File: config.mk
export PLATFORM = sky130hd
export DESIGN_NAME = alu_issue_ctrl
export DESIGN_NICKNAME = d
export VERILOG_FILES = /design/src/rtl/alu_issue_ctrl.sv
export SDC_FILE = /design/constraint.sdc
export NUM_CORES = 1
export LEC_CHECK = 0
export CAP_MARGIN = 20
export CORE_AREA = 10 10 90 92
export CTS_BUF_LIST = sky130_fd_sc_hd__clkbuf_2 sky130_fd_sc_hd__clkbuf_4 sky130_fd_sc_hd__clkbuf_8
export DETAILED_ROUTE_END_ITERATION = 10
export DIE_AREA = 0 0 100 102
export PLACE_DENSITY = 0.86
export SLEW_MARGIN = 20
export SYNTH_ARGS = -nofsm -noshare
export SYNTH_HDL_FRONTEND = slang
export SYNTH_SLANG_ARGS = --single-unit
File: constraint.sdc
create_clock -name clk -period 2.6 [get_ports clk]
set_clock_uncertainty 0.05 [all_clocks]
set_input_delay 0.52 -clock clk [delete_from_list [all_inputs] [get_ports clk]]
set_output_delay 0.52 -clock clk [all_outputs]
set_load 0.02 [all_outputs]
File: src/rtl/alu_issue_ctrl.sv
// alu_issue_ctrl: issues 16-bit instruction words to the ALU.
// Flow per instruction: accept -> read regfile -> execute/writeback, with PSR flag capture.
// Optional build macro: ALU_ISSUE_BACK2BACK_EN lets a new instruction be accepted while
// the current one executes, giving one instruction every two cycles.
module alu_issue_ctrl #(
  parameter int unsigned BIT_WIDTH    = 16,
  parameter int unsigned OPCODE_WIDTH = 8,
  parameter int unsigned FLAG_WIDTH   = 5,
  parameter int unsigned REG_ADDR_W   = 4
) (
  input  logic                    clk,
  input  logic                    rst_n,
  input  logic                    instr_valid,
  input  logic [15:0]             instr,
  output logic                    instr_ready,
  output logic [REG_ADDR_W-1:0]   rf_ra_addr,
  output logic [REG_ADDR_W-1:0]   rf_rb_addr,
  input  logic [BIT_WIDTH-1:0]    rf_ra_data,
  input  logic [BIT_WIDTH-1:0]    rf_rb_data,
  output logic                    rf_we,
  output logic [REG_ADDR_W-1:0]   rf_wa,
  output logic [BIT_WIDTH-1:0]    rf_wd,
  output logic [OPCODE_WIDTH-1:0] alu_opcode,
  output logic [BIT_WIDTH-1:0]    alu_rdest,
  output logic [BIT_WIDTH-1:0]    alu_rsrc_imm,
  input  logic [BIT_WIDTH-1:0]    alu_result,
  input  logic [FLAG_WIDTH-1:0]   alu_flags,
  output logic [FLAG_WIDTH-1:0]   psr,
  output logic                    done,
  output logic                    illegal
);

  // Flag order {C,L,F,Z,N}
  localparam logic [4:0] MASK_ARITH = 5'b10111;
  localparam logic [4:0] MASK_ADDU  = 5'b11010;
  localparam logic [4:0] MASK_CMP   = 5'b01011;
  localparam logic [4:0] MASK_LOGIC = 5'b00010;

  typedef enum logic [1:0] {
    IDLE = 2'd0,
    READ = 2'd1,
    EXEC = 2'd2
  } state_t;

  state_t                  state;
  logic [15:0]             ir;
  logic                    rf_we_q;
  logic                    done_q;
  logic                    illegal_q;
  logic                    use_reg_q;
  logic [BIT_WIDTH-1:0]    imm_q;
  logic [FLAG_WIDTH-1:0]   mask_q;

  logic [3:0]              op;
  logic [3:0]              ext;
  logic                    accept;

  logic                    dec_legal;
  logic                    dec_use_reg;
  logic                    dec_wb;
  logic [FLAG_WIDTH-1:0]   dec_mask;
  logic [BIT_WIDTH-1:0]    dec_imm;

  assign op  = ir[15:12];
  assign ext = ir[7:4];

  // Ready only while rst_n is high; in EXEC only when back-to-back issue is built in
`ifdef ALU_ISSUE_BACK2BACK_EN
  assign instr_ready = rst_n && ((state == IDLE) || (state == EXEC));
`else
  assign instr_ready = rst_n && (state == IDLE);
`endif
  assign accept = instr_valid && instr_ready;

  // Decode the latched instruction: legality, operand B source, writeback, PSR mask
  always_comb begin
    dec_legal   = 1'b0;
    dec_use_reg = 1'b0;
    dec_wb      = 1'b0;
    dec_mask    = '0;
    dec_imm     = '0;
    case (op)
      4'h0: begin
        case (ext)
          4'h0: dec_legal = 1'b1;
          4'h1, 4'h2, 4'h3, 4'h4: begin
            dec_legal = 1'b1; dec_use_reg = 1'b1; dec_wb = 1'b1;
            dec_mask  = FLAG_WIDTH'(MASK_LOGIC);
          end
          4'h5, 4'h7, 4'h9: begin
            dec_legal = 1'b1; dec_use_reg = 1'b1; dec_wb = 1'b1;
            dec_mask  = FLAG_WIDTH'(MASK_ARITH);
          end
          4'h6: begin
            dec_legal = 1'b1; dec_use_reg = 1'b1; dec_wb = 1'b1;
            dec_mask  = FLAG_WIDTH'(MASK_ADDU);
          end
          4'hB: begin
            dec_legal = 1'b1; dec_use_reg = 1'b1;
            dec_mask  = FLAG_WIDTH'(MASK_CMP);
          end
          default: dec_legal = 1'b0;
        endcase
      end
      4'h5, 4'h7, 4'h9: begin
        dec_legal = 1'b1; dec_wb = 1'b1;
        dec_imm   = BIT_WIDTH'($signed(ir[7:0]));
        dec_mask  = FLAG_WIDTH'(MASK_ARITH);
      end
      4'h6: begin
        dec_legal = 1'b1; dec_wb = 1'b1;
        dec_imm   = BIT_WIDTH'(ir[7:0]);
        dec_mask  = FLAG_WIDTH'(MASK_ADDU);
      end
      4'hB: begin
        dec_legal = 1'b1;
        dec_imm   = BIT_WIDTH'($signed(ir[7:0]));
        dec_mask  = FLAG_WIDTH'(MASK_CMP);
      end
      4'h8: begin
        if ((ext == 4'h4) || (ext == 4'h6)) begin
          dec_legal = 1'b1; dec_use_reg = 1'b1; dec_wb = 1'b1;
          dec_mask  = FLAG_WIDTH'(MASK_LOGIC);
        end else if ((ext[3:1] == 3'b000) || (ext[3:1] == 3'b001) ||
                     (ext[3:1] == 3'b100) || (ext[3:1] == 3'b101)) begin
          dec_legal = 1'b1; dec_wb = 1'b1;
          dec_imm   = BIT_WIDTH'($signed({ext[0], ir[3:0]}));
          dec_mask  = FLAG_WIDTH'(MASK_LOGIC);
        end
      end
      default: dec_legal = 1'b0;
    endcase
  end

  // Issue FSM with registered EXEC-cycle controls and PSR capture at the end of EXEC
  always_ff @(posedge clk) begin
    if (!rst_n) begin
      state      <= IDLE;
      ir         <= '0;
      psr        <= '0;
      rf_we_q    <= 1'b0;
      done_q     <= 1'b0;
      illegal_q  <= 1'b0;
      use_reg_q  <= 1'b0;
      imm_q      <= '0;
      mask_q     <= '0;
      alu_opcode <= '0;
    end else begin
      rf_we_q    <= 1'b0;
      done_q     <= 1'b0;
      illegal_q  <= 1'b0;
      alu_opcode <= '0;
      case (state)
        IDLE: begin
          if (accept) begin
            ir    <= instr;
            state <= READ;
          end
        end
        READ: begin
          state      <= EXEC;
          alu_opcode <= dec_legal ? OPCODE_WIDTH'({op, ext}) : '0;
          rf_we_q    <= dec_legal && dec_wb;
          done_q     <= 1'b1;
          illegal_q  <= !dec_legal;
          use_reg_q  <= dec_use_reg;
          imm_q      <= dec_imm;
          mask_q     <= dec_legal ? dec_mask : '0;
        end
        EXEC: begin
          psr <= (psr & ~mask_q) | (alu_flags & mask_q);
          if (accept) begin
            ir    <= instr;
            state <= READ;
          end else begin
            state <= IDLE;
          end
        end
        default: state <= IDLE;
      endcase
    end
  end

  // A reset landing in EXEC must suppress the write and the retire pulses
  assign rf_we   = rf_we_q && rst_n;
  assign done    = done_q && rst_n;
  assign illegal = illegal_q && rst_n;

  // Regfile addressing comes straight from the latched instruction fields
  assign rf_ra_addr = REG_ADDR_W'(ir[11:8]);
  assign rf_rb_addr = REG_ADDR_W'(ir[3:0]);
  assign rf_wa      = REG_ADDR_W'(ir[11:8]);
  assign rf_wd      = alu_result;

  // Operands only carry data during EXEC (sync-read data arrives then)
  assign alu_rdest    = (state == EXEC) ? rf_ra_data : '0;
  assign alu_rsrc_imm = (state == EXEC) ? (use_reg_q ? rf_rb_data : imm_q) : '0;

endmodule

# After elaboration in Yosys (flattened, before gate mapping)

Cells that the tools add are included.

Flip-flop bits (word level): 56
Latch bits: 0
Memory bits (writable): 0
Bits in read-only memories: 0
Bits of input ports: 72
Output and inout port bits: 77
Memories: 0

Add/sub/neg operators: 0
$mul: 0
Div/mod/pow operators: 0
$lt $le $gt $ge: 0
Equal/unequal tests: 21
Shifts and indexed selects: 0
Mux-type cells: 24
Bitwise logic cells: 4
Reductions and logical operators: 28

Operators by type and width:

| cell                 | number |
|---|---|
| $mux W16             | 5 |
| $pmux W16 S3         | 1 |
| $eq A4 B3 Y1 const B | 7 |
| $pmux W5 S5          | 1 |
| $eq A4 B4 Y1 const B | 5 |
| $pmux W5 S4          | 1 |
| $reduce_or A4 Y1     | 3 |
| $and A5 B5 Y5        | 2 |
| $reduce_or A10 Y1    | 1 |
| $reduce_or A9 Y1     | 1 |
| $eq A4 B2 Y1 const B | 2 |
| $logic_not A4 Y1     | 2 |
| $mux W1              | 8 |
| $reduce_or A8 Y1     | 1 |
| $eq A3 B3 Y1 const B | 2 |
| $logic_and A1 B1 Y1  | 6 |
| $mux W2              | 3 |
| $pmux W1 S3          | 2 |
| $pmux W2 S3          | 1 |
| $reduce_or A3 Y1     | 2 |
| $mux W5              | 1 |
| $not A5 Y5           | 1 |
| $or A5 B5 Y5         | 1 |
| $reduce_or A5 Y1     | 1 |
| other kinds (13)     | 17 |

# Longest topological paths before layout

Gate-level depths: netlist of run 1.

Word-level depth: 8
Depth in mapped cells: 6
Gate-level depth less buffers: 5

# Least setup slack after synthesis of run 1

No wires, ideal clock.

Path kind: input to output
Start point: input port rst_n
End point: output port done
Arrival time: 1.231 ns
Data required time: 2.030 ns
Slack: 0.799 ns
Cell stages on the path: 3
Buffers on the path: 2
Cells stage by stage: clkbuf_1 clkbuf_1 and2_1

Cells in the longest elaborated chain, start to end: 1

RTL lines:

| element             | RTL line | text |
|---|---|---|
| start, declared     | 12       | `input logic rst_n,` |
| $logic_and A1 B1 Y1 | 186      | `assign done = done_q && rst_n;` |
| end, declared       | 29       | `output logic done,` |

No other way between the ends.

# Worst setup path after layout of run 1

Start point: input port rst_n
End point: output port rf_we

Cells in the longest elaborated chain, start to end: 1

RTL lines:

| element             | RTL line | text |
|---|---|---|
| $logic_and A1 B1 Y1 | 185      | `assign rf_we = rf_we_q && rst_n;` |
| end, declared       | 20       | `output logic rf_we,` |

No other way between the ends.

==> results of run 1 <==
-- cells by family (layout without fill, tap and decap cells) --
logic type / Yosys count / in the layout / share of synthesized area
buffers and inverters: 57 / 135 / 0.136
and+or+nand+nor: 123 / 123 / 0.251
xor gates and xnor gates: 1 / 1 / 0.00339
DFF: 49 / 49 / 0.379
muxes: 8 / 8 / 0.0310
AOI/OAI and AO/OA: 77 / 77 / 0.199
-- worst max-delay path by stage --
stage | start | endpoint | cells after the start
global placement | rst_n | illegal | 4
finish | rst_n | rf_we | 4
CTS | state[0]$_SDFFE_PN0P_ | alu_rsrc_imm[8] | 3
detailed placement | rst_n | rf_we | 4
global route | rst_n | rf_we | 4
floorplan | rst_n | done | 3
-- synthesized netlist by cell type (all sizes together) --
library cell	number
nand3b	1
a21oi	23
and2b	2
nor2	11
or2	1
nor3	3
o22ai	1
nor4b	1
clkbuf	11
a211oi	1
buf	40
a32o	5
nand2	57
nor3b	1
a21bo	1
mux2i	8
dfxtp	49
and3b	1
xor2	1
nor2b	3
o221ai	1
o21ai	14
o21a	2
a31oi	4
and2	27
and3	3
a21boi	21
inv	6
o211ai	2
nand3	7
a21o	2
nand2b	5
-- layer usage --
layer	share of wire	vias to the layer above
li1	-	1172
met1	0.42	1040
met2	0.48	87
met3	0.091	8
met4	0.010	0
met5	0	-
-- report_power, final --
group / switching (mW) / internal [mW]
clock: 0.240 / 0.197
sequential: 0.0340 / 0.776
combinational: 0.123 / 0.161
-- timing repair --
item                                    4_1_cts  5_1_grt
buffers inserted                              0        0
endpoints found under the setup margin        0       31
resized for setup                             0        3
-- cell usage in the layout, fill, tap and decap left out, drive strengths merged --
master / Yosys / layout
and2: 27 / 27
clkdlybuf4s50: 0 / 116
dfxtp: 49 / 49
nand3b: 1 / 1
xor2: 1 / 1
o211ai: 2 / 2
nor2b: 3 / 3
buf: 40 / 5
a21oi: 23 / 23
nor4b: 1 / 1
mux2i: 8 / 8
o21ai: 14 / 14
and3b: 1 / 1
nand2: 57 / 57
nor3: 3 / 3
a31oi: 4 / 4
nor2: 11 / 11
o21a: 2 / 2
a21bo: 1 / 1
o221ai: 1 / 1
o22ai: 1 / 1
or2: 1 / 1
and2b: 2 / 2
nor3b: 1 / 1
a211oi: 1 / 1
clkbuf: 11 / 6
nand2b: 5 / 5
a32o: 5 / 5
a21boi: 21 / 21
and3: 3 / 3
nand3: 7 / 7
a21o: 2 / 2
inv: 6 / 6
clkinv: 0 / 2
-- layout make-up --
| cell class | instances | area, um^2 | share of cell area |
|---|---|---|---|
| Multi-Input combinational cell | 209 | 1250 | 0.344 |
| Timing Repair Buffer | 121 | 1200 | 0.330 |
| Sequential cell | 49 | 982 | 0.269 |
| Tap cell | 77 | 96.3 | 0.0264 |
| Clock buffer | 6 | 76.3 | 0.0209 |
| Inverter | 6 | 22.5 | 0.00618 |
| Clock inverter | 2 | 10.0 | 0.00275 |
-- metrics by stage --
step	setup WS (ns)	cells	hold WS, ns
floorplan	0.799	315	0.398
global placement	0.0929	462	0.401
detailed placement	0.0507	462	0.412
CTS	0.0223	470	0.424
global route	0.0220	470	0.441
finish	0.0678	470	0.421
-- tightest hold or removal path: stages, from the launching register on --
cell      delay [ns]
dfxtp_1         0.32
nand2_1         0.05
a21boi_0        0.07
==> qor.csv, run 1 <==
stage,metric,value,unit
outcome,status,finished clean,
detailed_routing,drtIter0Drc,126,
setup_path,crit_family,buffers and inverters,
layout,fin_util,0.581,
grt,globalRouteTotalUtil,0.138,
floorplan,rows,29,
sta,min_period,2.53,ns
sta,rsz0062_at_grt,false,
layout,areaGrowthSynthToFinish,41.0,%
sta,maxSlewViolCount,0,
logic_synthesis,synth_area,2580,um^2
logic_synthesis,ys_ff_latch,49,
grt,grt_use_met3,0.0560,
grt,grt_pass1_wl,11800,um
clocking,htree_levels,2,
logic_synthesis,synth-seq-area-share,0.379,
floorplan,dieArea,10200,um^2
power,power,1.53,mW
setup_path,crit_fanout,12,
min_path,hp-class,reg -> reg,
setup_path,crit_type,in -> out,
power,ir_drop,0.321,mV
sta,finalHoldViolations,0,
grt,top_usage_layer,met2,
power,power_density,420,nW/um^2
setup_path,crit_buf_inv,3,
setup_path,cp_common_cell,clkdlybuf4s50_1,
floorplan,dieWidth,100,um
placement,globalplace.congestion,0.862,
setup_path,crit_arrival,1.96,ns
layout,final_nets,464,
grt,grt_max_degree,29,
clocking,cts.sinks,49,
logic_synthesis,synthTopCellsByArea,"dfxtp_1 (38%), buf_4 (8.7%), nand2_1 (8.0%)",
clocking,cts-root-buf,clkbuf_8,
grt,antenna_found_initial,0,
logic_synthesis,yosysTopAreaCell,dfxtp_1,
grt,use_met2,0.230,
placement,dpl.hpwl,5840,um
detailed_routing,drc,0,
detailed_routing,drt.antenna.violating_nets,0,
layout,n_fill_cell,572,
layout,antenna_cells,0,
placement,place_area,3550,um^2
sta,maxSlewHeadroom,0.682,
floorplan,ios,149,
detailed_routing,dr.pass1.iters,4,
setup_path,worstReg2RegStart,state[0]$_SDFFE_PN0P_,
setup_path,end_kind,output port,
setup_path,ff2ff_path_depth,4,
grt,grt-ovfl-total,0,
logic_synthesis,synth_fp_nets,387,
setup_path,cp-start-kind,input port,
logic_synthesis,syn_inst,315,
sta,period_share,0.974,
logic_synthesis,ys_types,41,
clocking,cts_hold_buf,0,
floorplan,start_util,0.412,
setup_path,r2r_end,alu_opcode[6]$_SDFF_PN0_,
setup_path,slowest_delay,0.61,ns
grt,use_met1,0.161,
sta,worstMarginPinSlew,0.476,ns
setup_path,cp.required,2.03,ns
power,power.leakage,1.30,nW
logic_synthesis,avgSynthCellArea,8.21,um^2
job,cap_violations,0,
detailed_routing,wl_per_cell,15.4,um
detailed_routing,num_vias,2307,
floorplan,fp.dieH,102,um
sta,max_freq,0.395,GHz
grt,grt_pass1_vias,2382,
logic_synthesis,yosysWarnings,0,
detailed_routing,vias_per_cell,4.91,
logic_synthesis,yosysTopAreaCellShare,0.379,
setup_path,crit_chain,"clkdlybuf4s50_1, buf_4, and2_1, clkdlybuf4s50_1",
sta,setup_tns,0,ns
clocking,numCtsBuffers,5,
min_path,min_path_cells,2,
placement,port_buffers,116,
floorplan,coreArea,6280,um^2
setup_path,ff2ff_setup_slack,0.94,ns
setup_path,slowest_stage,clkdlybuf4s50_1,
clocking,path_clk_slew,0.08,ns
clocking,cts_tree,yes,
clocking,worstSkewPairLatency,0.30,ns
layout,fin_area,3640,um^2
detailed_routing,wl,7260,um
sta,setup_viol,0,
layout,drive_above_1_share,0.0687,
clocking,clock_path_buffers,2,
No activity file was read; power rests on OpenSTA's default activity.
==> run 2: changes to the inputs <==
--- a/config.mk
+++ b/config.mk
@@ -8,9 +8,12 @@
 export CAP_MARGIN = 20
 export CORE_AREA = 10 10 90 92
 export CTS_BUF_LIST = sky130_fd_sc_hd__clkbuf_2 sky130_fd_sc_hd__clkbuf_4 sky130_fd_sc_hd__clkbuf_8
+export CTS_CLUSTER_DIAMETER = 200
 export DETAILED_ROUTE_END_ITERATION = 10
 export DIE_AREA = 0 0 100 102
 export PLACE_DENSITY = 0.86
+export REMOVE_ABC_BUFFERS = 1
+export SKIP_LAST_GASP = 1
 export SLEW_MARGIN = 20
 export SYNTH_ARGS = -nofsm -noshare
 export SYNTH_HDL_FRONTEND = slang
==> run 2 against run 1 <==
Compared with the run above:
- worst hold slack lost 0.010 ns
- sequential share of layout area shrank 0.12 points
- clock-buffer cell count grew 1
- critical path type unchanged
- global-route usage shrank 0.27 points
- final area grew 0.45%
- non-clock buffer count grew 1
- total power grew 1.2%
- first-iteration DRC count grew 11%
- wire length grew 1.6%
==> qor.csv, run 2 (synthesized netlist as in run 1, its figures left out) <==
stage,metric,value,unit,change
clocking,clock_path_buffers,2,,unchanged
floorplan,dieWidth,100,um,unchanged
job,cap_violations,0,,unchanged
detailed_routing,wl,7380,um,+1.6%
clocking,cts.sinks,49,,unchanged
sta,finalHoldViolations,0,,unchanged
placement,dp_cells,463,,+0.22%
clocking,path_clk_slew,0.08,ns,about the same
setup_path,crit_type,in -> out,,
clocking,numCtsBuffers,5,,unchanged
floorplan,rows,29,,unchanged
clocking,worstSkewPairLatency,0.30,ns,about the same
clocking,cts-root-buf,clkbuf_8,,
sta,period_share,0.967,,-0.00652
grt,grt-ovfl-total,0,,unchanged
layout,antenna_cells,0,,unchanged
layout,fin_area,3660,um^2,+0.45%
grt,grt_pass1_vias,2344,,-1.6%
detailed_routing,drt.antenna.violating_nets,0,,unchanged
grt,globalRouteTotalUtil,0.135,,-0.00270
sta,setup_tns,0,ns,unchanged
floorplan,fp.dieH,102,um,unchanged
placement,dpl.hpwl,5800,um,-0.59%
sta,worstMarginPinSlew,0.477,ns,+0.00108 ns
floorplan,dieArea,10200,um^2,unchanged
layout,areaGrowthSynthToFinish,41.6,%,
detailed_routing,dr.pass1.iters,4,,unchanged
placement,place_area,3560,um^2,+0.21%
setup_path,crit_chain,"clkdlybuf4s50_1, nor3b_4, clkdlybuf4s50_1",,
setup_path,crit_fanout,5,,-7
setup_path,slowest_stage,clkdlybuf4s50_1,,
grt,antenna_found_initial,0,,unchanged
placement,port_buffers,116,,unchanged
detailed_routing,drc,0,,unchanged
floorplan,coreArea,6280,um^2,unchanged
setup_path,cp-start-kind,input port,,
setup_path,cp_common_cell,clkdlybuf4s50_1,,
outcome,status,finished clean,,
sta,min_period,2.52,ns,-0.0169 ns
floorplan,ios,149,,unchanged
layout,final_cells,471,,+0.21%
power,power.leakage,1.36,nW,+4.3%
sta,maxSlewHeadroom,0.681,,-0.000721
layout,mostFrequentLayoutCells,"clkdlybuf4s50_1 (113), nand2_1 (55), dfxtp_1 (48)",,
clocking,htree_levels,2,,unchanged
sta,maxSlewViolCount,0,,unchanged
floorplan,start_util,0.412,,unchanged
placement,globalplace.congestion,0.881,,+2.3%
setup_path,slowest_delay,0.65,ns,+0.04 ns
min_path,hp-class,reg -> reg,,
setup_path,end_kind,output port,,
layout,final_common_cell,clkdlybuf4s50_1,,
clocking,cts_setup_buffers,0,,unchanged
power,ir_drop,0.248,mV,-23%
detailed_routing,drtIter0Drc,140,,+11%
sta,setup_viol,0,,unchanged
power,power_density,424,nW/um^2,+0.78%
layout,drive_above_1_share,0.0711,,+0.00236
detailed_routing,num_vias,2333,,+1.1%
sta,rsz0062_at_grt,false,,
setup_path,cp.required,2.03,ns,about the same
sta,max_freq,0.398,GHz,+0.67%
setup_path,crit_arrival,1.95,ns,about the same
layout,final_nets,465,,+0.22%
clocking,cts_tree,yes,,
detailed_routing,wl_per_cell,15.7,um,+1.4%
grt,grt_pass1_wl,11400,um,-3.6%
detailed_routing,vias_per_cell,4.95,,+0.91%
grt,grt_max_degree,27,,-6.9%
-- run 2: worst paths after layout --
kind / startpoint / to / slack, ns / depth (start not counted)
hold / removal: register / register / 0.41 / 2
hold reg to reg: register / register / 0.41 / 2
setup / recovery: rst_n / instr_ready / 0.08 / 3
setup reg to reg: state[0]$_SDFFE_PN0P_ / alu_opcode[2]$_SDFF_PN0_ / 0.97 / 4
-- run 2: stage by stage --
stage,utilization,hold slack [ns],power [mW],setup WS (ns)
3_3_place_gp,0.567,0.400,1.11,0.0409
4_1_cts,0.581,0.418,1.56,0.00984
5_1_grt,0.583,0.445,1.62,0.00532
6_report,0.583,0.411,1.55,0.0847
2_1_floorplan,-,0.412,0.946,0.566
3_5_place_dp,0.567,0.407,1.11,0.0416
-- run 2: cell type report --
class	count	area [um^2]
Clock buffer	7	83.8
Clock inverter	1	7.51
Fill cell	547	2620
Inverter	6	22.5
Multi-Input combinational cell	209	1250
Sequential cell	49	982
Tap cell	77	96.3
Timing Repair Buffer	122	1210
-- run 2: power by group --
part	total, mW	switching, mW	internal (mW)
clock	0.457	0.245	0.211
combinational	0.283	0.121	0.162
sequential	0.811	0.0350	0.776
-- run 2: critical path, delay by kind of cell --
family | cells | cell delay [ns]
buf+inv | 2 | 1.19
simple gates | 1 | 0.23
-- run 2: repair_timing --
| action | CTS | global route |
|---|---|---|
| hold buffers | 0 | 0 |
| endpoints found under the setup margin | 0 | 22 |
| resized for setup | 0 | 5 |
-- run 2: routing by layer --
layer / routed length (um) / vias to the layer above / GRT usage
met4: 56 / 0 / 0.0239
met2: 3450 / 118 / 0.225
met3: 810 / 7 / 0.0749
li1: - / 1174 / -
met1: 3060 / 1034 / 0.150
met5: 0 / - / 0
==> run 3: changes to the inputs <==
--- a/config.mk
+++ b/config.mk
@@ -6,11 +6,11 @@
 export NUM_CORES = 1
 export LEC_CHECK = 0
 export CAP_MARGIN = 20
-export CORE_AREA = 10 10 90 92
+export CORE_AREA = 2 2 82 84
 export CTS_BUF_LIST = sky130_fd_sc_hd__clkbuf_2 sky130_fd_sc_hd__clkbuf_4 sky130_fd_sc_hd__clkbuf_8
 export CTS_CLUSTER_DIAMETER = 200
 export DETAILED_ROUTE_END_ITERATION = 10
-export DIE_AREA = 0 0 100 102
+export DIE_AREA = 0 0 84 86
 export PLACE_DENSITY = 0.86
 export REMOVE_ABC_BUFFERS = 1
 export SKIP_LAST_GASP = 1
==> constraint.sdc (replaced) <==
create_clock -name clk -period 2.6 [get_ports clk]
set_clock_uncertainty 0.05 [all_clocks]
set_input_delay 0.52 -clock clk [delete_from_list [all_inputs] [get_ports clk]]
set_output_delay 0.52 -clock clk [all_outputs]
set_load 0.005 [all_outputs]
==> run 3 against run 2 <==
Compared with the run above:
- final area is 0.21% lower
- combinational power is 8.8% lower
- critical path depth increased by 1
- worst setup slack better by 0.064 ns
- clock power hardly changed
- maximum frequency rose by 2.6%
- wire length shrank 11%
- global-route usage up 5.0 points
- via count increased by 1.7%
- core utilization fell by 0.12 points
- sequential share of layout area increased by 0.055 points
- sequential power is essentially flat
- largest power group unchanged
==> qor.csv, run 3 (synthesized netlist as in run 1, its figures left out) <==
stage,metric,value,unit,change
layout,final_nets,465,,unchanged
clocking,clock_path_buffers,2,,unchanged
outcome,status,finished clean,,
setup_path,crit_chain,"clkdlybuf4s50_1, buf_4, and2_1, clkdlybuf4s50_1",,
detailed_routing,dr.pass1.iters,4,,unchanged
setup_path,crit_fanout,11,,+6
floorplan,start_util,0.412,,unchanged
layout,mostFrequentLayoutCells,"clkdlybuf4s50_1 (116), nand2_1 (55), dfxtp_1 (48)",,
placement,dpl.hpwl,4940,um,-15%
layout,drive_above_1_share,0.0711,,unchanged
placement,port_buffers,116,,unchanged
placement,globalplace.congestion,0.865,,-1.9%
floorplan,coreArea,6280,um^2,unchanged
detailed_routing,wl_per_cell,14.0,um,-11%
sta,worstMarginPinSlew,0.513,ns,+0.0360 ns
floorplan,fp.dieH,86,um,-16%
clocking,cts_setup_buffers,0,,unchanged
sta,setup_tns,0,ns,unchanged
setup_path,crit_arrival,1.88,ns,-0.07 ns
grt,grt-ovfl-total,0,,unchanged
sta,finalHoldViolations,0,,unchanged
clocking,cts-root-buf,clkbuf_8,,
power,power,1.53,mW,-1.4%
detailed_routing,wl,6600,um,-11%
detailed_routing,vias_per_cell,5.04,,+1.7%
floorplan,rows,29,,unchanged
job,cap_violations,0,,unchanged
floorplan,ios,149,,unchanged
power,power_density,418,nW/um^2,-1.2%
setup_path,crit_type,in -> out,,
layout,n_fill_cell,578,,+5.7%
grt,globalRouteTotalUtil,0.185,,+0.0498
clocking,htree_levels,2,,unchanged
floorplan,dieArea,7220,um^2,-29%
clocking,cts_tree,yes,,
placement,dp_slack,0.120,ns,+0.0789 ns
setup_path,slowest_stage,clkdlybuf4s50_1,,
clocking,path_clk_slew,0.08,ns,about the same
setup_path,cp.required,2.03,ns,about the same
sta,max_freq,0.408,GHz,+2.6%
clocking,cts_resized,0,,unchanged
layout,fin_area,3650,um^2,-0.21%
clocking,cts_hold_buf,0,,unchanged
grt,antenna_found_initial,0,,unchanged
setup_path,crit_family,buffers and inverters,,
setup_path,slowest_delay,0.55,ns,-0.10 ns
layout,fin_util,0.582,,-0.00120
layout,areaGrowthSynthToFinish,41.3,%,
sta,worst_slack,0.148,ns,+0.0637 ns
clocking,worstSkewPairLatency,0.30,ns,about the same
layout,antenna_cells,0,,unchanged
clocking,cts.sinks,49,,unchanged
grt,grt_pass1_vias,2262,,-3.5%
layout,final_cells,471,,unchanged
setup_path,end_kind,output port,,
detailed_routing,drtIter0Drc,149,,+6.4%
placement,dp_cells,463,,unchanged
sta,maxSlewHeadroom,0.657,,-0.0240
detailed_routing,drt.antenna.violating_nets,0,,unchanged
grt,grt_max_degree,27,,unchanged
layout,final_common_cell,clkdlybuf4s50_1,,
placement,place_area,3560,um^2,unchanged
detailed_routing,drc,0,,unchanged
sta,min_period,2.45,ns,-0.0637 ns
clocking,numCtsBuffers,5,,unchanged
detailed_routing,num_vias,2373,,+1.7%
setup_path,cp_common_cell,clkdlybuf4s50_1,,
grt,grt_pass1_wl,10800,um,-5.6%
floorplan,dieWidth,84,um,-16%
power,ir_drop,0.282,mV,+14%
setup_path,crit_buf_inv,3,,+1
setup_path,cp-start-kind,input port,,
min_path,hp-class,reg -> reg,,
sta,period_share,0.943,,-0.0245
sta,rsz0062_at_grt,false,,
sta,whs,0.412,ns,+0.000412 ns
sta,setup_viol,0,,unchanged
power,power.leakage,1.31,nW,-3.8%
sta,maxSlewViolCount,0,,unchanged
-- run 3: worst min-delay path, stage by stage (launching register included) --
cell and delay (ns):
dfxtp_1 0.31, nand2_1 0.04, a21boi_0 0.06
-- run 3: worst paths after layout --
| path | cells after the start | startpoint | slack [ns] | endpoint |
|---|---|---|---|---|
| min | 2 | register | 0.41 | register |
| max | 4 | rst_n | 0.15 | rf_we |
| max reg2reg | 4 | ir[14]$_SDFFE_PN0P_ | 0.96 | alu_opcode[3]$_SDFF_PN0_ |
| min reg2reg | 2 | register | 0.41 | register |
-- run 3: final cells by class --
class	instances	area [um^2]	share of cell area
inverter	6	22.5	0.00616
multi-input combinational	209	1250	0.343
tap	77	96.3	0.0264
timing repair buffer	122	1210	0.330
sequential	49	982	0.269
clock buffer	8	91.3	0.0250
-- run 3: per-layer routing --
metal | vias to the layer above | share of wire | track usage | wire length [um]
li1 | 1178 | - | - | -
met2 | 113 | 0.45 | 0.285 | 2940
met3 | 8 | 0.099 | 0.0712 | 655
met4 | 0 | 0.015 | 0.0674 | 102
met5 | - | 0 | 0.0210 | 0
met1 | 1074 | 0.44 | 0.235 | 2900
-- run 3: report_power, final --
group,internal [mW],switching [mW]
sequential,0.776,0.0375
combinational,0.161,0.0966
clock,0.223,0.234
